## src/rtl/score_pkg.sv

```systemverilog
// Shared types and constants for the score digit renderer:
// glyph geometry, BCD digit type, conversion FSM states and
// the saturation limit helper.
package score_pkg;

  localparam int GLYPH_W = 8;
  localparam int GLYPH_H = 16;

  typedef logic [3:0] bcd_digit_t;

  typedef enum logic [1:0] {IDLE, CONVERT, COMMIT} conv_state_t;

  // Largest value representable in nd decimal digits (10^nd - 1).
  function automatic int max_score(input int nd);
    int m;
    m = 1;
    for (int i = 0; i < nd; i++) m = m * 10;
    return m - 1;
  endfunction

endpackage

```

## src/rtl/score_digit_renderer_bin2bcd.sv

```systemverilog
// Sequential double-dabble converter. A start pulse in IDLE latches
// the (saturated) binary value; SCORE_W shift cycles follow, then a
// one-cycle COMMIT where done is high and bcd holds the final result.
// Starts while busy are ignored.
module bin2bcd_seq
  import score_pkg::*;
#(
  parameter int SCORE_W    = 14,
  parameter int NUM_DIGITS = 4
) (
  input  logic                      clk,
  input  logic                      rst,
  input  logic                      start,
  input  logic [SCORE_W-1:0]        bin,
  output logic                      busy,
  output logic                      done,
  output logic [4*NUM_DIGITS-1:0]   bcd
);

  localparam int CNT_W = $clog2(SCORE_W + 1);
  localparam int BCD_W = 4 * NUM_DIGITS;
  localparam logic [SCORE_W-1:0] SAT = SCORE_W'(max_score(NUM_DIGITS));

  conv_state_t                state;
  logic [CNT_W-1:0]           cnt;
  logic [SCORE_W-1:0]         sr_bin;
  logic [BCD_W-1:0]           sr_bcd;
  logic [BCD_W-1:0]           adj;
  logic [BCD_W+SCORE_W-1:0]   nxt;

  // Add-3 correction on every nibble >= 5, then shift {bcd, bin} left.
  always_comb begin
    adj = sr_bcd;
    for (int i = 0; i < NUM_DIGITS; i++)
      if (sr_bcd[4*i +: 4] >= 4'd5) adj[4*i +: 4] = sr_bcd[4*i +: 4] + 4'd3;
    nxt = {adj, sr_bin} << 1;
  end

  // Conversion FSM with registered busy/done.
  always_ff @(posedge clk) begin
    if (rst) begin
      state  <= IDLE;
      busy   <= 1'b0;
      done   <= 1'b0;
      cnt    <= '0;
      sr_bin <= '0;
      sr_bcd <= '0;
    end else begin
      done <= 1'b0;
      case (state)
        IDLE: if (start) begin
          sr_bin <= (bin > SAT) ? SAT : bin;
          sr_bcd <= '0;
          cnt    <= '0;
          busy   <= 1'b1;
          state  <= CONVERT;
        end
        CONVERT: begin
          {sr_bcd, sr_bin} <= nxt;
          if (cnt == CNT_W'(SCORE_W - 1)) begin
            done  <= 1'b1;
            state <= COMMIT;
          end else begin
            cnt <= cnt + 1'b1;
          end
        end
        COMMIT: begin
          busy  <= 1'b0;
          state <= IDLE;
        end
        default: state <= IDLE;
      endcase
    end
  end

  assign bcd = sr_bcd;

endmodule

```

## src/rtl/score_digit_renderer.sv

```systemverilog
// Score digit renderer: latches the score at frame_start, converts it
// to BCD over SCORE_W+2 cycles, and during scan-out maps DrawX/DrawY
// to glyph ROM addresses with a 2-cycle pipelined score_on pixel flag.
// Optional: LEADING_ZERO_BLANK_EN blanks leading zero digits (the
// rightmost digit is always drawn).
module score_digit_renderer
  import score_pkg::*;
#(
  parameter int         NUM_DIGITS = 4,
  parameter int         SCORE_W    = 14,
  parameter logic [9:0] BOX_X0     = 10'd560,
  parameter logic [9:0] BOX_Y0     = 10'd16
) (
  input  logic               Clk,
  input  logic               Reset,
  input  logic               frame_start,
  input  logic [SCORE_W-1:0] score,
  input  logic [9:0]         DrawX,
  input  logic [9:0]         DrawY,
  output logic [7:0]         rom_addr,
  input  logic [7:0]         rom_data,
  output logic               score_on,
  output logic               busy,
  output logic               digits_valid
);

  // 11-bit window bounds so BOX_X0 + width cannot wrap.
  localparam logic [10:0] X_LO = {1'b0, BOX_X0};
  localparam logic [10:0] X_HI = X_LO + 11'(GLYPH_W * NUM_DIGITS) - 11'd1;
  localparam logic [10:0] Y_LO = {1'b0, BOX_Y0};
  localparam logic [10:0] Y_HI = Y_LO + 11'(GLYPH_H - 1);

  logic                          conv_done;
  logic [4*NUM_DIGITS-1:0]       conv_bcd;
  bcd_digit_t [NUM_DIGITS-1:0]   disp;      // [NUM_DIGITS-1] is most significant

  logic       in_box, show;
  logic [9:0] dx;
  logic [2:0] col, col_q;
  logic [3:0] row;
  bcd_digit_t digit_value;
  logic       in_box_q;
`ifdef LEADING_ZERO_BLANK_EN
  logic       lz_run, blank;
`endif

  bin2bcd_seq #(.SCORE_W(SCORE_W), .NUM_DIGITS(NUM_DIGITS)) u_conv (
    .clk   (Clk),
    .rst   (Reset),
    .start (frame_start),
    .bin   (score),
    .busy  (busy),
    .done  (conv_done),
    .bcd   (conv_bcd)
  );

  // Displayed digit bank: replaced only by a finished conversion.
  always_ff @(posedge Clk) begin
    if (Reset) begin
      disp         <= '0;
      digits_valid <= 1'b0;
    end else if (conv_done) begin
      disp         <= conv_bcd;
      digits_valid <= 1'b1;
    end
  end

  // Stage 0: window test, digit/column/row decode, optional blanking.
  always_comb begin
    in_box = ({1'b0, DrawX} >= X_LO) && ({1'b0, DrawX} <= X_HI) &&
             ({1'b0, DrawY} >= Y_LO) && ({1'b0, DrawY} <= Y_HI);
    dx          = DrawX - BOX_X0;
    col         = dx[2:0];
    row         = DrawY[3:0] - BOX_Y0[3:0];
    digit_value = '0;
`ifdef LEADING_ZERO_BLANK_EN
    lz_run = 1'b1;
    blank  = 1'b0;
`endif
    for (int i = 0; i < NUM_DIGITS; i++) begin
      if (in_box && dx[9:3] == 7'(i)) begin
        digit_value = disp[NUM_DIGITS-1-i];
`ifdef LEADING_ZERO_BLANK_EN
        blank = lz_run && (disp[NUM_DIGITS-1-i] == '0) && (i != NUM_DIGITS - 1);
`endif
      end
`ifdef LEADING_ZERO_BLANK_EN
      if (disp[NUM_DIGITS-1-i] != '0) lz_run = 1'b0;
`endif
    end
`ifdef LEADING_ZERO_BLANK_EN
    show = in_box & ~blank;
`else
    show = in_box;
`endif
  end

  // Stage 1: register ROM address and pixel qualifiers.
  always_ff @(posedge Clk) begin
    if (Reset) begin
      rom_addr <= '0;
      col_q    <= '0;
      in_box_q <= 1'b0;
    end else begin
      rom_addr <= {digit_value, row};
      col_q    <= col;
      in_box_q <= show;
    end
  end

  // Stage 2: pick the glyph bit (bit 0 = leftmost pixel).
  always_ff @(posedge Clk) begin
    if (Reset) score_on <= 1'b0;
    else       score_on <= in_box_q & rom_data[col_q];
  end

endmodule
```

## config.mk

```make
export PLATFORM = sky130hd
export DESIGN_NAME = score_digit_renderer
export DESIGN_NICKNAME = d
export VERILOG_FILES = /design/src/rtl/score_pkg.sv /design/src/rtl/score_digit_renderer_bin2bcd.sv /design/src/rtl/score_digit_renderer.sv
export SDC_FILE = /design/constraint.sdc
export NUM_CORES = 1
export LEC_CHECK = 0
export ABC_CLOCK_PERIOD_IN_PS = 4500
export BUFFER_PORTS_ARGS = -buffer_cell sky130_fd_sc_hd__buf_2
export CAP_MARGIN = 10
export CORE_MARGIN = 2
export CORE_UTILIZATION = 31
export DETAILED_ROUTE_END_ITERATION = 12
export GPL_TIMING_DRIVEN = 0
export SLEW_MARGIN = 20
export SYNTH_ARGS = -nofsm -noshare
export SYNTH_HDL_FRONTEND = slang
export SYNTH_SLANG_ARGS = --single-unit
```

## constraint.sdc

```tcl
create_clock -name Clk -period 4.5 [get_ports Clk]
set_clock_uncertainty 0.1 [all_clocks]
set_input_delay 0.9 -clock Clk [delete_from_list [all_inputs] [get_ports Clk]]
set_output_delay 0.9 -clock Clk [all_outputs]
set_load 0.02 [all_outputs]
```

==> results of run 1 <==
==> metrics by stage <==
step           setup slack (ns)  util, %  hold slack (ns)
6_report                   2.40     38.0            0.363
2_1_floorplan              2.27        -            0.342
3_5_place_dp               2.01     36.2            0.358
3_3_place_gp               2.01     36.2            0.354
5_1_grt                    2.32     38.0            0.374
4_1_cts                    2.38     38.0            0.368
==> power by group <==
part	internal, W	total (W)	switching, W
Combinational	0.0000482	0.000118	0.0000696
Sequential	0.000620	0.000631	0.0000109
Clock	0.000201	0.000449	0.000248
Total	0.000869	0.00120	0.000328
==> kinds of logic (layout without fill, tap and decap cells) <==
group	after synthesis	in the layout	synth area share [%]
XOR/XNOR	10	10	2.87
AO/OA/AOI/OAI	62	62	13.4
buffers and inverters	31	102	3.90
AND/OR/NAND/NOR	107	107	18.2
flip-flops	68	68	44.7
adder cells (fa/ha/maj)	12	12	4.93
multiplexers	29	29	12.0
==> final timing paths <==
| kind | startpoint | end | cells past startpoint |
|---|---|---|---|
| min reg2reg | in_box_q | score_on | 1 |
| max | score[6] | u_conv.sr_bin[2] | 5 |
| min | in_box_q | score_on | 1 |
| max reg2reg | u_conv.state[1] | u_conv.sr_bin[13] | 5 |
==> final cells by class <==
class | instances | area, µm² | share of cell area [%]
Multi-Input combinational cell | 220 | 1570 | 42.7
Sequential cell | 68 | 1360 | 37.1
Timing Repair Buffer | 55 | 275 | 7.51
Tap cell | 133 | 166 | 4.54
Clock buffer | 9 | 124 | 3.38
Inverter | 16 | 60.1 | 1.64
Buffer | 15 | 58.8 | 1.60
Clock inverter | 7 | 52.6 | 1.43
==> sequential cells by signal (all words and copies together) (netlist names) <==
register / cells
u_conv.busy: 1
score_on: 1
u_conv.cnt: 4
digits_valid: 1
u_conv.state: 2
u_conv.done: 1
u_conv.sr_bin: 14
col_q: 3
rom_addr: 8
disp: 16
in_box_q: 1
u_conv.bcd: 16
==> cell usage in the layout (no fill, tap or decap), drive strengths merged, types with 4 or more instances in the layout <==
cell type,count
dfxtp,68
buf,58
nor2,43
a21oi,22
mux2i,22
clkbuf,21
inv,17
nor2b,12
ha,12
o21ai,11
nor3,10
nand2,8
nand3,8
a22o,8
mux4,6
nand2b,6
xor2,5
xnor2,5
a22oi,5
nor4,5
nor3b,4
clkinvlp,4
==> critical path, stage by stage <==
cell and delay (ns):
buf_2 0.10, or4_1 0.52, a211o_1 0.32, a21oi_1 0.25
a2111oi_0 0.14
==> metal layers <==
layer  up-vias  track usage, %
li1       1258               -
met1      1208            16.1
met2        64            23.8
met3         9            2.92
met4         0            5.77
met5         -               0
==> impl_metrics.py, run 1 <==
metrics = {
    "global_routing": {
        "grt.total_usage_pct": 13.6,
        "grt_max_degree": 14,
        "grt_pass1_vias": 2410,
        "antenna_found_initial": 0,
        "grt_pass1_wl_mm": 11.1,
        "grt.overflow.total": 0,
    },
    "route": {
        "drt_pass1_iterations": 4,
        "via_per_inst": 4.85,
        "dr_total_vias": 2539,
        "top_layer": "met4",
        "wl_per_cell_um": 13.1,
        "drt-total-wl_mm": 6.86,
        "dr_wl_met2_mm": 3.33,
        "m1WireLength_mm": 3.02,
        "ant_nets": 0,
        "drt_iter0_drc": 95,
        "drcViolationCount": 0,
        "wl_met3_um": 390,
    },
    "worst_setup_path": {
        "cp-start-kind": "input pin",
        "crit_type": "input pin to flop",
        "end_kind": "flop",
        "arrival_ns": 2.23,
        "critPathMaxFanout": 3,
        "critPathRequiredTime_ns": 4.63,
        "r2r_slack_ns": 2.67,
    },
    "finish": {
        "drive_gt1_share_pct": 21.3,
        "n_antenna_cell": 0,
        "area_delta_synth_final_pct": 20.3,
        "instances_no_fill": 523,
        "nets": 442,
        "stdcell_area_mm2": 0.00366,
        "fill_cells": 983,
    },
    "floorplanning": {
        "die_w_um": 103,
        "io_pins": 56,
        "dieArea_mm2": 0.0106,
        "core_mm2": 0.00964,
        "initial_core_util_pct": 31.6,
        "rows": 36,
        "dieHeight_um": 103,
    },
    "logic_synthesis": {
        "syn_inst": 319,
        "ys_types": 43,
        "syn_area_mm2": 0.00305,
        "yosys.area.top_type": "dfxtp_1",
        "syn_area_per_cell_um2": 9.55,
        "synth_seq_cells": 68,
        "synthTopCellsByCount": "dfxtp_1 (68), nor2_1 (43), a21oi_1 (22), mux2i_1 (22), inv_1 (16)",
        "synth_area_leaders": "dfxtp_1 (45%), mux2i_1 (7.2%), nor2_1 (5.3%), ha_1 (4.9%), mux4_2 (4.4%)",
        "synthArstFlopShare_pct": 0,
        "yosysMostFrequentCell": "dfxtp_1",
        "synth_ff_type": "dfxtp_1",
        "synth_top_area_share_pct": 44.7,
        "synthesis.nets": 376,
        "synth-warning-count": 0,
        "ys_seq_area_share_pct": 44.7,
        "synth_edf_count": 0,
    },
    "power_and_ir_drop": {
        "powerDensity_mw_per_mm2": 327,
        "ir_worst_vdd_mv": 0.116,
        "p_leak_nw": 1.45,
        "p_total_w": 0.00120,
    },
    "timing": {
        "min_period_over_period_pct": 46.7,
        "drv_slew": 0,
        "post-route-min-period_ns": 2.10,
        "hold_viol_final": 0,
        "fmax_ghz": 0.476,
        "worst_pin_slew_ns": 0.724,
        "setup_violations": 0,
        "rsz0062_at_grt": "no",
        "max_slew_margin_pct": 51.5,
        "tns_ns": 0,
    },
    "clocking": {
        "cts_tree": "yes",
        "cts_root_buf": "clkbuf_8",
        "cts_resized": 0,
        "cts_sinks": 68,
        "postCtsSetupRepairBufs": 0,
        "clkSlewWorstSetupHoldPaths_ns": 0.08,
        "cts_buffer_depth": 2,
        "cts_buffers": 9,
        "postCtsHoldBufs": 0,
        "htree_levels": 3,
        "insertion_delay_ns": 0.36,
    },
    "flow_run": {
        "max_cap_viol_count": 0,
    },
    "place": {
        "dp.cells": 507,
        "place.port_buffers": 55,
        "gp_congestion": 0.748,
        "hpwl_mm": 5.07,
        "place_area_mm2": 0.00349,
    },
    "outcome": {
        "status": "completed",
    },
    "hold_path": {
        "min_path_type": "flop to flop",
    },
}
No activity file was read; power rests on OpenSTA's default activity.
==> inputs of run 2 (changes only) <==
--- a/config.mk
+++ b/config.mk
@@ -5,7 +5,7 @@
 export SDC_FILE = /design/constraint.sdc
 export NUM_CORES = 1
 export LEC_CHECK = 0
-export ABC_CLOCK_PERIOD_IN_PS = 4500
+export ABC_CLOCK_PERIOD_IN_PS = 1750
 export BUFFER_PORTS_ARGS = -buffer_cell sky130_fd_sc_hd__buf_2
 export CAP_MARGIN = 10
 export CORE_MARGIN = 2
==> constraint.sdc (replaced) <==
create_clock -name Clk -period 1.75 [get_ports Clk]
set_clock_uncertainty 0.1 [all_clocks]
set_input_delay 0.35 -clock Clk [delete_from_list [all_inputs] [get_ports Clk]]
set_output_delay 0.35 -clock Clk [all_outputs]
set_load 0.02 [all_outputs]
==> run 2 against run 1 <==
  * Sequential power increased to 2.6 times the previous value
  * Worst setup slack worse by 2.3 ns
  * Die area unchanged
  * Highest routed layer unchanged
  * Largest power group unchanged
  * Largest cell class unchanged
  * Clock power increased to 2.6 times the previous value
  * Combinational power rose to 2.6 times the previous value
==> impl_metrics.py, run 2 (synthesis results as in run 1) <==
metrics = {
    "worst_setup_path": {
        "crit_type": "flop to flop",
        "worstSetupStartpoint": "u_conv.done",
        "end_kind": "flop",
        "critPathMaxFanout": 10,
        "critPathRequiredTime_ns": 1.88,
        "rr_startpoint": "u_conv.done",
        "cp-start-kind": "flop",
        "arrival_ns": 1.77,
        "rr_worst_depth": 4,
    },
    "clocking": {
        "cts_buffers": 9,
        "cts_root_buf": "clkbuf_8",
        "htree_levels": 3,
        "cts_tree": "yes",
        "insertion_delay_ns": 0.35,
        "clkSlewWorstSetupHoldPaths_ns": 0.08,
        "cts_sinks": 68,
        "cts_buffer_depth": 2,
    },
    "floorplanning": {
        "dieHeight_um": 103,
        "rows": 36,
        "dieArea_mm2": 0.0106,
        "io_pins": 56,
        "initial_core_util_pct": 31.6,
        "die_w_um": 103,
        "core_mm2": 0.00964,
    },
    "finish": {
        "stdcell_area_mm2": 0.00368,
        "utilization_pct": 38.2,
        "multi_input_area_mm2": 0.00158,
        "drive_gt1_share_pct": 23.5,
        "layout_commonest_cell": "dfxtp_1",
        "ff_latch_area_mm2": 0.00136,
        "area_delta_synth_final_pct": 20.8,
        "n_antenna_cell": 0,
        "most-common-layout-cells": "dfxtp_1 (68), buf_2 (57), nor2_1 (42)",
        "fill_cells": 982,
        "nets": 440,
    },
    "power_and_ir_drop": {
        "powerDensity_mw_per_mm2": 835,
        "p_total_w": 0.00307,
        "ir_worst_vdd_mv": 0.294,
        "p_leak_nw": 1.47,
    },
    "timing": {
        "setup_violations": 0,
        "hold_viol_final": 0,
        "tns_ns": 0,
        "worst_pin_slew_ns": 0.742,
        "drv_slew": 0,
        "holdWs_ns": 0.106,
        "post-route-min-period_ns": 1.64,
        "fmax_ghz": 0.609,
        "max_slew_margin_pct": 50.3,
        "rsz0062_at_grt": "no",
        "min_period_over_period_pct": 93.8,
    },
    "route": {
        "drt_pass1_iterations": 4,
        "drt_iter0_drc": 82,
        "drcViolationCount": 0,
        "wl_per_cell_um": 13.2,
        "via_per_inst": 4.83,
        "drt-total-wl_mm": 6.87,
        "dr_total_vias": 2517,
        "ant_nets": 0,
    },
    "hold_path": {
        "hp-start": "DrawY[2]",
        "min_path_type": "input pin to flop",
        "hold-path-cell-count": 2,
    },
    "global_routing": {
        "grt.overflow.total": 0,
        "grt_pass1_wl_mm": 11.1,
        "grt.total_usage_pct": 13.6,
        "grt_pass1_vias": 2403,
        "grt_max_degree": 14,
        "antenna_found_initial": 0,
    },
    "place": {
        "place_area_mm2": 0.00349,
        "hpwl_mm": 5.07,
        "place.port_buffers": 55,
        "gp_congestion": 0.748,
    },
    "flow_run": {
        "max_cap_viol_count": 0,
    },
    "outcome": {
        "status": "completed",
    },
}
[run 2: cell types whose count changed in the layout (fill, tap and decap cells not counted)]
cell      change
nand2b_4      +1
nor2_2        +1
clkbuf_2      +4
nand2b_1      -1
nor2_1        -1
a21oi_1       -2
clkbuf_1      -6
a21oi_2       +2
[run 2: worst max-delay path: stages (launching register included)]
cell	delay (ns)
dfxtp_1	0.32
clkbuf_1	0.43
buf_2	0.39
mux2i_1	0.22
nor2_1	0.06
[run 2: final timing paths]
path                               endpoint  slack (ns)
worst min register to register     score_on        0.36
worst max-delay path               disp[13]        0.11
worst max register to register     disp[13]        0.11
worst min-delay path            rom_addr[2]        0.11
[run 2: per-stage QoR]
stage / worst slack, ns / std cells
finish: 0.108 / 521
global route: 0.00459 / 521
CTS: 0.00391 / 522
detailed placement: -0.190 / 507
global placement: -0.188 / 507
floorplan: 0.0690 / 319
[run 2: area by class of cell]
| cell class | instances | share of cell area (%) |
|---|---|---|
| Sequential cell | 68 | 37.0 |
| Multi-Input combinational cell | 220 | 43.0 |
| Clock inverter | 7 | 1.43 |
| Tap cell | 133 | 4.52 |
| Clock buffer | 9 | 3.37 |
| Inverter | 16 | 1.63 |
| Buffer | 13 | 1.53 |
| Timing Repair Buffer | 55 | 7.48 |
[run 2: layer usage]
layer  vias to the layer above  global-route usage [%]  wire [µm]
met5                         -                       0          0
met4                         0                    5.77        112
met3                         9                    2.92        329
met2                        51                    23.6       3340
met1                      1202                    16.2       3090
li1                       1255                       -          -
[run 2: power breakdown]
group          internal (W)  switching [W]  leakage, nW  total [W]
combinational      0.000126       0.000178        0.834   0.000304
clock              0.000516       0.000630       0.0779    0.00115
sequential          0.00159      0.0000290        0.554    0.00162
[run 2: timing repair]
item,CTS,global route
setup buffers,0,0
endpoints found under the setup margin,21,27
cloned,0,0
resized for setup,1,11
hold buffers,0,0
==> inputs of run 3 (changes only) <==
--- a/config.mk
+++ b/config.mk
@@ -5,6 +5,7 @@
 export SDC_FILE = /design/constraint.sdc
 export NUM_CORES = 1
 export LEC_CHECK = 0
+export ABC_AREA = 1
 export ABC_CLOCK_PERIOD_IN_PS = 1750
 export BUFFER_PORTS_ARGS = -buffer_cell sky130_fd_sc_hd__buf_2
 export CAP_MARGIN = 10
@@ -12,7 +13,9 @@
 export CORE_UTILIZATION = 31
 export DETAILED_ROUTE_END_ITERATION = 12
 export GPL_TIMING_DRIVEN = 0
+export REMOVE_ABC_BUFFERS = 1
 export SLEW_MARGIN = 20
 export SYNTH_ARGS = -nofsm -noshare
 export SYNTH_HDL_FRONTEND = slang
+export SYNTH_HIERARCHICAL = 1
 export SYNTH_SLANG_ARGS = --single-unit
==> run 3 against run 2 <==
  * Worst setup slack better by 0.051 ns
  * Largest cell class unchanged
  * Via count rose by 23%
  * Area after synthesis is 10% higher
  * First-iteration DRC count up 76%
  * Power increased by 16%
  * Clock-buffer cell count increased by 1
  * Hold slack barely moved
==> impl_metrics.py, run 3 <==
metrics = {
    "floorplanning": {
        "rows": 38,
        "core_mm2": 0.0107,
        "initial_core_util_pct": 31.4,
        "die_w_um": 108,
        "dieHeight_um": 108,
        "dieArea_mm2": 0.0117,
        "io_pins": 56,
    },
    "logic_synthesis": {
        "ys_types": 33,
        "synth_ff_type": "dfxtp_1",
        "synthTopCellsByCount": "nor2_1 (95), nand2_1 (80), dfxtp_1 (68)",
        "synth_top_area_share_pct": 40.5,
        "syn_area_per_cell_um2": 7.06,
        "synth_edf_count": 0,
        "synth_area_leaders": "dfxtp_1 (41%), nor2_1 (11%), nand2_1 (8.9%), a21oi_1 (5.7%), inv_1 (5.1%)",
        "ys_seq_area_share_pct": 40.5,
        "synth_seq_cells": 68,
        "syn_area_mm2": 0.00336,
        "syn_inst": 476,
        "yosys.area.top_type": "dfxtp_1",
        "yosysMostFrequentCell": "nor2_1",
        "synthArstFlopShare_pct": 0,
        "synth-warning-count": 6,
    },
    "place": {
        "hpwl_mm": 5.16,
        "gp_congestion": 0.789,
        "place.port_buffers": 55,
        "place_area_mm2": 0.00373,
        "dp.cells": 657,
    },
    "timing": {
        "max_slew_margin_pct": 60.6,
        "rsz0062_at_grt": "no",
        "drv_slew": 0,
        "hold_viol_final": 0,
        "worst_pin_slew_ns": 0.590,
        "fmax_ghz": 0.628,
        "post-route-min-period_ns": 1.59,
        "min_period_over_period_pct": 90.9,
        "setup_violations": 0,
        "holdWs_ns": 0.105,
    },
    "route": {
        "drt_pass1_iterations": 4,
        "drcViolationCount": 0,
        "dr_total_vias": 3086,
        "ant_nets": 0,
        "drt_iter0_drc": 144,
        "wl_per_cell_um": 11.1,
        "drt-total-wl_mm": 7.48,
        "via_per_inst": 4.57,
    },
    "power_and_ir_drop": {
        "ir_worst_vdd_mv": 0.396,
        "p_leak_nw": 1.81,
        "powerDensity_mw_per_mm2": 886,
        "p_total_w": 0.00356,
    },
    "global_routing": {
        "grt.total_usage_pct": 13.7,
        "antenna_found_initial": 0,
        "grtUsageMet3_pct": 3.98,
        "grt.busiest_layer": "met2",
        "met1_usage_pct": 16.8,
        "grt_pass1_wl_mm": 12.8,
        "use_met2_pct": 23.3,
        "grt.overflow.total": 0,
        "grt_max_degree": 40,
        "grt_pass1_vias": 2939,
    },
    "finish": {
        "nets": 587,
        "most-common-layout-cells": "nor2_1 (95), nand2_1 (80), dfxtp_1 (68)",
        "instances_no_fill": 675,
        "n_antenna_cell": 0,
        "layout_commonest_cell": "nor2_1",
        "area_delta_synth_final_pct": 19.6,
        "drive_gt1_share_pct": 20.0,
        "stdcell_area_mm2": 0.00402,
    },
    "worst_setup_path": {
        "critPathMaxFanout": 20,
        "critPathRequiredTime_ns": 1.92,
        "cp-start-kind": "flop",
        "end_kind": "flop",
        "rr_startpoint": "u_conv/state[0]",
        "crit_type": "flop to flop",
        "worstSetupStartpoint": "u_conv/state[0]",
        "arrival_ns": 1.76,
    },
    "outcome": {
        "status": "completed",
    },
    "hold_path": {
        "min_path_type": "input pin to flop",
        "hp-start": "DrawY[3]",
    },
    "clocking": {
        "postCtsHoldBufs": 0,
        "insertion_delay_ns": 0.34,
        "cts_buffer_depth": 2,
        "clkSlewWorstSetupHoldPaths_ns": 0.08,
        "cts_root_buf": "clkbuf_8",
        "cts_tree": "yes",
        "htree_levels": 3,
        "cts_buffers": 9,
        "cts_sinks": 68,
    },
    "flow_run": {
        "max_cap_viol_count": 0,
    },
}
## run 3: worst paths after layout
kind	to	slack, ns	cells past startpoint
setup reg to reg	u_conv/sr_bin[5]	0.16	7
hold / removal	rom_addr[3]	0.11	3
hold reg to reg	score_on	0.34	2
setup / recovery	u_conv/sr_bin[5]	0.16	7
## run 3: cells by family (layout without fill, tap and decap cells)
family | count (synthesis) | in the layout | share of synthesized area [%]
adders and majority gates | 12 | 12 | 4.47
AOI/OAI and AO/OA | 91 | 91 | 14.4
and+or+nand+nor | 236 | 237 | 31.6
xor gates and xnor gates | 3 | 3 | 0.783
muxes | 1 | 1 | 0.298
DFF | 68 | 68 | 40.5
buffers and inverters | 65 | 123 | 7.94
## run 3: routing by layer
metal | routed length [µm] | up-vias
li1 | - | 1638
met5 | 0 | -
met4 | 54 | 0
met3 | 440 | 5
met2 | 3380 | 80
met1 | 3600 | 1363
## run 3: layout make-up
class / count / area [µm²]
Fill cell: 1186 / 6680
Multi-Input combinational cell: 344 / 1750
Sequential cell: 68 / 1360
Timing Repair Buffer: 56 / 285
Inverter: 51 / 194
Tap cell: 140 / 175
Clock buffer: 10 / 138
Clock inverter: 6 / 111
## run 3: what timing repair did
action,CTS,global route
resized for setup,1,4
pin swaps,1,0
setup endpoints to repair,33,18
buffers inserted,1,0
gates cloned,1,0
## run 3: stage by stage
stage / TNS, ns / worst slack, ns / utilization (%)
after floorplan: 0 / 0.0575 / -
after global placement: -13.86 / -0.569 / 34.9
after detailed placement: -13.77 / -0.590 / 34.9
after CTS: 0 / 0.0102 / 37.4
after global routing: 0 / 0.0467 / 37.5
final: 0 / 0.159 / 37.5
## run 3: worst max-delay path, stage by stage (launching register included)
cell and delay [ns]:
dfxtp_1 0.31, inv_2 0.16, nor2_4 0.08, inv_2 0.22, nand2_8 0.15, inv_4 0.20, a21boi_0 0.12, a21oi_1 0.14
## run 3: report_power, final
part,leakage (nW),internal (W),total [W],switching [W]
combinational,1.14,0.000130,0.000362,0.000231
sequential,0.553,0.00159,0.00162,0.0000235
clock,0.122,0.000985,0.00158,0.000593
